[src/rtl/fetch_ctrl.sv]
// ============================================================================
// Module   : fetch_ctrl
// Brief    : MIPS instruction-fetch sequencer (PC enable, adder stop, mux
//            selects, wrong-path flush). Define FETCH_CTRL_PERF_EN to add
//            saturating stall/flush cycle counters.
// Revision : 1.0
// ============================================================================
`default_nettype none

module fetch_ctrl #(
  parameter int BOOT_WAIT = 2,
  parameter int BUBBLES   = 1,
  parameter int CNT_W     = 16
) (
  input  logic             clk,
  input  logic             rst,
  input  logic             Jump,
  input  logic             Branch,
  input  logic             Zero,
  input  logic             hazard,
  input  logic             halt_req,
  input  logic             resume,
  input  logic             imem_ready,
  output logic             pc_we,
  output logic             stop,
  output logic             sel_jump,
  output logic             sel_branch,
  output logic             flush,
  output logic             fetch_valid,
  output logic [2:0]       state,
  output logic [CNT_W-1:0] fetch_cnt
`ifdef FETCH_CTRL_PERF_EN
  ,
  output logic [CNT_W-1:0] stall_cnt,
  output logic [CNT_W-1:0] flush_cnt
`endif
);

  typedef enum logic [2:0] {
    S_BOOT  = 3'd0,
    S_RUN   = 3'd1,
    S_STALL = 3'd2,
    S_FLUSH = 3'd3,
    S_HALT  = 3'd4
  } state_t;

  localparam logic [3:0] BOOT_INIT = 4'(BOOT_WAIT);
  localparam logic [1:0] BUB_INIT  = 2'(BUBBLES);

  state_t           state_q, state_d;
  logic [3:0]       boot_q, boot_d;
  logic [1:0]       bub_q, bub_d;
  logic [CNT_W-1:0] fetch_cnt_q;
  logic             redirect;

  assign redirect  = Jump | (Branch & Zero);
  assign state     = state_q;
  assign fetch_cnt = fetch_cnt_q;

  always_ff @(posedge clk or negedge rst) begin
    if (!rst) begin
      state_q     <= S_BOOT;
      boot_q      <= BOOT_INIT;
      bub_q       <= 2'd0;
      fetch_cnt_q <= '0;
    end else begin
      state_q     <= state_d;
      boot_q      <= boot_d;
      bub_q       <= bub_d;
      fetch_cnt_q <= fetch_cnt_q + CNT_W'(fetch_valid);
    end
  end

  always_comb begin
    state_d     = state_q;
    boot_d      = boot_q;
    bub_d       = bub_q;
    pc_we       = 1'b0;
    stop        = 1'b1;
    sel_jump    = 1'b0;
    sel_branch  = 1'b0;
    flush       = 1'b0;
    fetch_valid = 1'b0;
    case (state_q)
      S_BOOT: begin
        if (boot_q != 4'd0) boot_d = boot_q - 4'd1;
        if (boot_q <= 4'd1) state_d = S_RUN;
      end
      S_RUN: begin
        if (halt_req) begin
          state_d = S_HALT;
        end else if (redirect) begin
          // Decode holds the redirect stable, so waiting in RUN is safe.
          if (imem_ready) begin
            pc_we       = 1'b1;
            stop        = 1'b0;
            sel_jump    = Jump;
            sel_branch  = Branch & Zero & ~Jump;
            fetch_valid = 1'b1;
            if (BUBBLES != 0) begin
              state_d = S_FLUSH;
              bub_d   = BUB_INIT;
            end
          end
        end else if (hazard || !imem_ready) begin
          state_d = S_STALL;
        end else begin
          pc_we       = 1'b1;
          stop        = 1'b0;
          fetch_valid = 1'b1;
        end
      end
      S_STALL: begin
        if (halt_req) state_d = S_HALT;
        else if (!hazard && imem_ready) state_d = S_RUN;
      end
      S_FLUSH: begin
        // Decode inputs here come from squashed instructions and are ignored.
        flush = 1'b1;
        if (imem_ready) begin
          pc_we = 1'b1;
          stop  = 1'b0;
          if (bub_q != 2'd0) bub_d = bub_q - 2'd1;
          if (bub_q <= 2'd1) state_d = S_RUN;
        end
      end
      S_HALT: begin
        if (resume) state_d = S_RUN;
      end
      default: state_d = S_BOOT;
    endcase
  end

`ifdef FETCH_CTRL_PERF_EN
  logic [CNT_W-1:0] stall_cnt_q;
  logic [CNT_W-1:0] flush_cnt_q;

  always_ff @(posedge clk or negedge rst) begin
    if (!rst) begin
      stall_cnt_q <= '0;
      flush_cnt_q <= '0;
    end else begin
      if ((state_q == S_STALL) && (stall_cnt_q != '1)) stall_cnt_q <= stall_cnt_q + 1'b1;
      if (flush && (flush_cnt_q != '1)) flush_cnt_q <= flush_cnt_q + 1'b1;
    end
  end

  assign stall_cnt = stall_cnt_q;
  assign flush_cnt = flush_cnt_q;
`else
  // Performance counters absent in this build.
`endif

endmodule

`default_nettype wire

[config.mk]
export PLATFORM = sky130hd
export DESIGN_NAME = fetch_ctrl
export DESIGN_NICKNAME = d
export VERILOG_FILES = /design/src/rtl/fetch_ctrl.sv
export SDC_FILE = /design/constraint.sdc
export NUM_CORES = 1
export LEC_CHECK = 0
export BUFFER_PORTS_ARGS = -buffer_cell sky130_fd_sc_hd__buf_2
export CAP_MARGIN = 40
export CORE_ASPECT_RATIO = 0.9
export CORE_MARGIN = 5
export CORE_UTILIZATION = 46
export DETAILED_ROUTE_END_ITERATION = 12
export PLACE_DENSITY = 0.79
export SYNTH_ARGS = -nofsm -noshare
export SYNTH_HDL_FRONTEND = slang
export SYNTH_SLANG_ARGS = --single-unit
[constraint.sdc]
create_clock -name clk -period 2.5 [get_ports clk]
set_clock_uncertainty 0.1 [all_clocks]
set_input_delay 0.375 -clock clk [delete_from_list [all_inputs] [get_ports clk]]
set_output_delay 0.375 -clock clk [all_outputs]
set_load 0.01 [all_outputs]
==> results.cfg <==
[clocking]
cts_tree = built
clkLatencyLatePin_ns = 0.32
htreeDepth = 1
clkTransAtPathRegs_ns = 0.14
clk_path_buf_depth = 2
cts_buffers = 3
clock_sinks = 25
cts-root-buf = clkbuf_4

[critical_path]
cp_common_cell = nor4_4
arrival_ns = 2.41
crit_fanout = 5
required_ns = 2.63
slowest_stage = dfrtp_1
reg2reg_depth = 10
endpoint_kind = register
critPathLaunchType = register
startpoint = state[0]
path_cells = inv_1 -> nor4_4 -> nand2_1 -> a21oi_2 -> ha_1 -> nand2_2 -> nor4_4 -> and4_4 -> nand3_1 -> xnor2_1
r2r-start = state[0]
path_class = reg2reg
cp_slowest_stage_delay_ns = 0.37

[floorplan]
fp-row-count = 18
ios = 34
die_h_um = 60.60
core_um2 = 2748
fp.dieW_um = 66.23
dieArea_um2 = 4013
initial_core_util = 0.4763

[drt]
drtAntennaViolNets = 0
wl_per_cell_um = 12.69
drtIter0Drc = 37
drt-total-wl_um = 2652
drc = 0
dr.pass1.iters = 4
vias_per_cell = 4.938
vias = 1032

[sta]
min_period_ns = 2.280
hold_viol = 0
finalSetupViolations = 0
drv_slew = 0
setup_tns_ns = 0
max_freq_mhz = 438.6
worstMarginPinSlew_ns = 0.5656
rsz0062_at_grt = no
fin_crit_sh = 0.9120
slew_headroom = 0.6230
whs_ns = 0.2136

[logic_synthesis]
synth_nets = 143
yosysTopAreaCell = dfrtp_1
synthDominantCellAreaShare = 0.4589
ys_seq_elements = 25
synth.distinct_cells = 33
seq_area_frac_synth = 0.4790
syn_avg_cell_area_um2 = 10.31
syn_area_um2 = 1309
synth_warnings = 0
ys_top_cells_by_area = dfrtp_1, xnor2_1, ha_1, xor2_1, nand2_1
synthCells = 127

[global_route]
grt_pass1_wl_um = 4588
antenna_found_initial = 0
grt_max_degree = 26
grt_pass1_vias = 1038
grt_overflow = 0
grt_use_total = 0.1481

[finish]
syn2layout_area_growth_pct = 24.47
multi_input_area_um2 = 663.1
drive_above_1_share = 0.3077
fin_nets = 186
n_fill_cell = 246
register_area_um2 = 626.9
postLayoutCellArea_um2 = 1629
diodes = 0

[placement]
place_area_um2 = 1579
gp_congestion = 0.8326
dp_hpwl_um = 2079
port_buffers = 33

[pwr]
power_per_cell_area_nw_per_um2 = 698.7
ir_drop_mv = 0.3666
p_leak_nw = 0.8327

[worst_hold_path]
hold_path.startpoint = resume
hp-class = in2reg
holdPathStages = 4

[job]
cap_violations = 0

[status]
status = complete, no violations
[placed cells by master (no fill, tap or decap), types with 2 or more instances in the layout]
| cell type | netlist | routed |
|---|---|---|
| o21ai_0 | 4 | 4 |
| xor2_1 | 6 | 6 |
| nor2_1 | 7 | 7 |
| nand3_1 | 6 | 6 |
| buf_4 | 0 | 6 |
| nand2b_1 | 2 | 2 |
| dfrtp_1 | 24 | 24 |
| inv_1 | 11 | 11 |
| nor3_1 | 4 | 4 |
| nand2_1 | 12 | 11 |
| nand4_1 | 3 | 3 |
| buf_2 | 2 | 33 |
| clkbuf_4 | 0 | 3 |
| xnor2_1 | 12 | 12 |
| a21oi_1 | 5 | 4 |
| mux2_2 | 2 | 2 |
| nor4_1 | 3 | 2 |
| ha_1 | 7 | 7 |
| nor4_4 | 0 | 2 |
[cell usage after synthesis]
master / instances
o41ai_1: 1
ha_1: 7
and4_1: 1
nor4_2: 1
a311oi_2: 1
a21oi_1: 5
nand2_1: 12
and3_1: 1
nor2b_1: 1
nor4_1: 3
mux2i_1: 1
nor3_1: 4
buf_2: 2
nor2_1: 7
or4_1: 1
nand2b_1: 2
a21boi_0: 1
and4bb_1: 1
inv_1: 11
mux2_2: 2
xnor2_1: 12
dfrtp_1: 24
o41a_1: 1
nand3b_1: 1
o21ai_0: 4
a31oi_1: 1
nand3_1: 6
nand4_1: 3
a211oi_1: 1
dfstp_2: 1
a2111o_1: 1
nor3b_1: 1
xor2_1: 6
[per-stage QoR]
| stage | instances | utilization | power (W) | worst slack [ns] |
|---|---|---|---|---|
| after floorplan | 127 | - | 0.0007884 | 0.009732 |
| after global placement | 203 | 0.5747 | 0.0009370 | 0.1449 |
| after detailed placement | 203 | 0.5747 | 0.0009554 | 0.07445 |
| after CTS | 208 | 0.5883 | 0.001138 | 0.1947 |
| after global routing | 209 | 0.5929 | 0.001227 | 0.03246 |
| final | 209 | 0.5929 | 0.001138 | 0.2200 |
[sequential cells by signal (all words and copies together) (netlist names)]
name / flops
fetch_cnt: 16
boot_q: 4
state: 3
bub_q: 2
[power by group]
| part | internal, W | total (W) | switching [W] |
|---|---|---|---|
| logic | 0.000194 | 0.000423 | 0.000229 |
| clock network | 0.0000599 | 0.000180 | 0.000121 |
| registers | 0.000463 | 0.000534 | 0.0000708 |
[metal layers]
layer,GRT usage,vias to the layer above,part of all wire
met5,0,-,0
met4,0.04348,0,0.011
met3,0.03333,2,0.035
met2,0.2716,17,0.53
met1,0.1749,491,0.43
li1,-,522,-
[path summary, 6_finish.rpt]
path,to,slack [ns]
worst max-delay path,fetch_cnt[15],0.22
worst min-delay path,state[2],0.21
worst max register to register,fetch_cnt[15],0.22
worst min register to register,fetch_cnt[15],0.39
max in group asynchronous,bub_q[1],1.46
min in group asynchronous,fetch_cnt[13],0.46
[area by class of cell]
type | count | area share
inverter | 11 | 0.02535
clock buffer | 3 | 0.01382
multi-input combinational | 89 | 0.4071
timing repair buffer | 40 | 0.1352
tap | 40 | 0.03072
clock inverter | 1 | 0.003072
sequential | 25 | 0.3848
[repair_timing]
action	in CTS	in global routing
setup endpoints to repair	0	1
gates resized for setup	0	2
hold endpoints to repair	24	0
hold buffers	1	0
setup buffers	0	1
[cells by family (layout without fill, tap and decap cells)]
kind of cell,after synthesis,after routing,synth area share
AO/OA/AOI/OAI,16,16,0.08604
XOR/XNOR,18,18,0.1205
adder cells (fa/ha/maj),7,7,0.06692
buffers and inverters,13,55,0.03920
flip-flops,25,25,0.4790
multiplexers,3,3,0.02486
AND/OR/NAND/NOR,45,45,0.1836
[worst max-delay path: cells and delay by family (launching register included)]
family | cells | cell delay, ns
AO/OA/AOI/OAI | 1 | 0.14
buffers and inverters | 1 | 0.11
adder cells (fa/ha/maj) | 1 | 0.22
XOR/XNOR | 1 | 0.13
AND/OR/NAND/NOR | 6 | 1.12
flip-flops | 1 | 0.37
No activity file was read; power rests on OpenSTA's default activity.
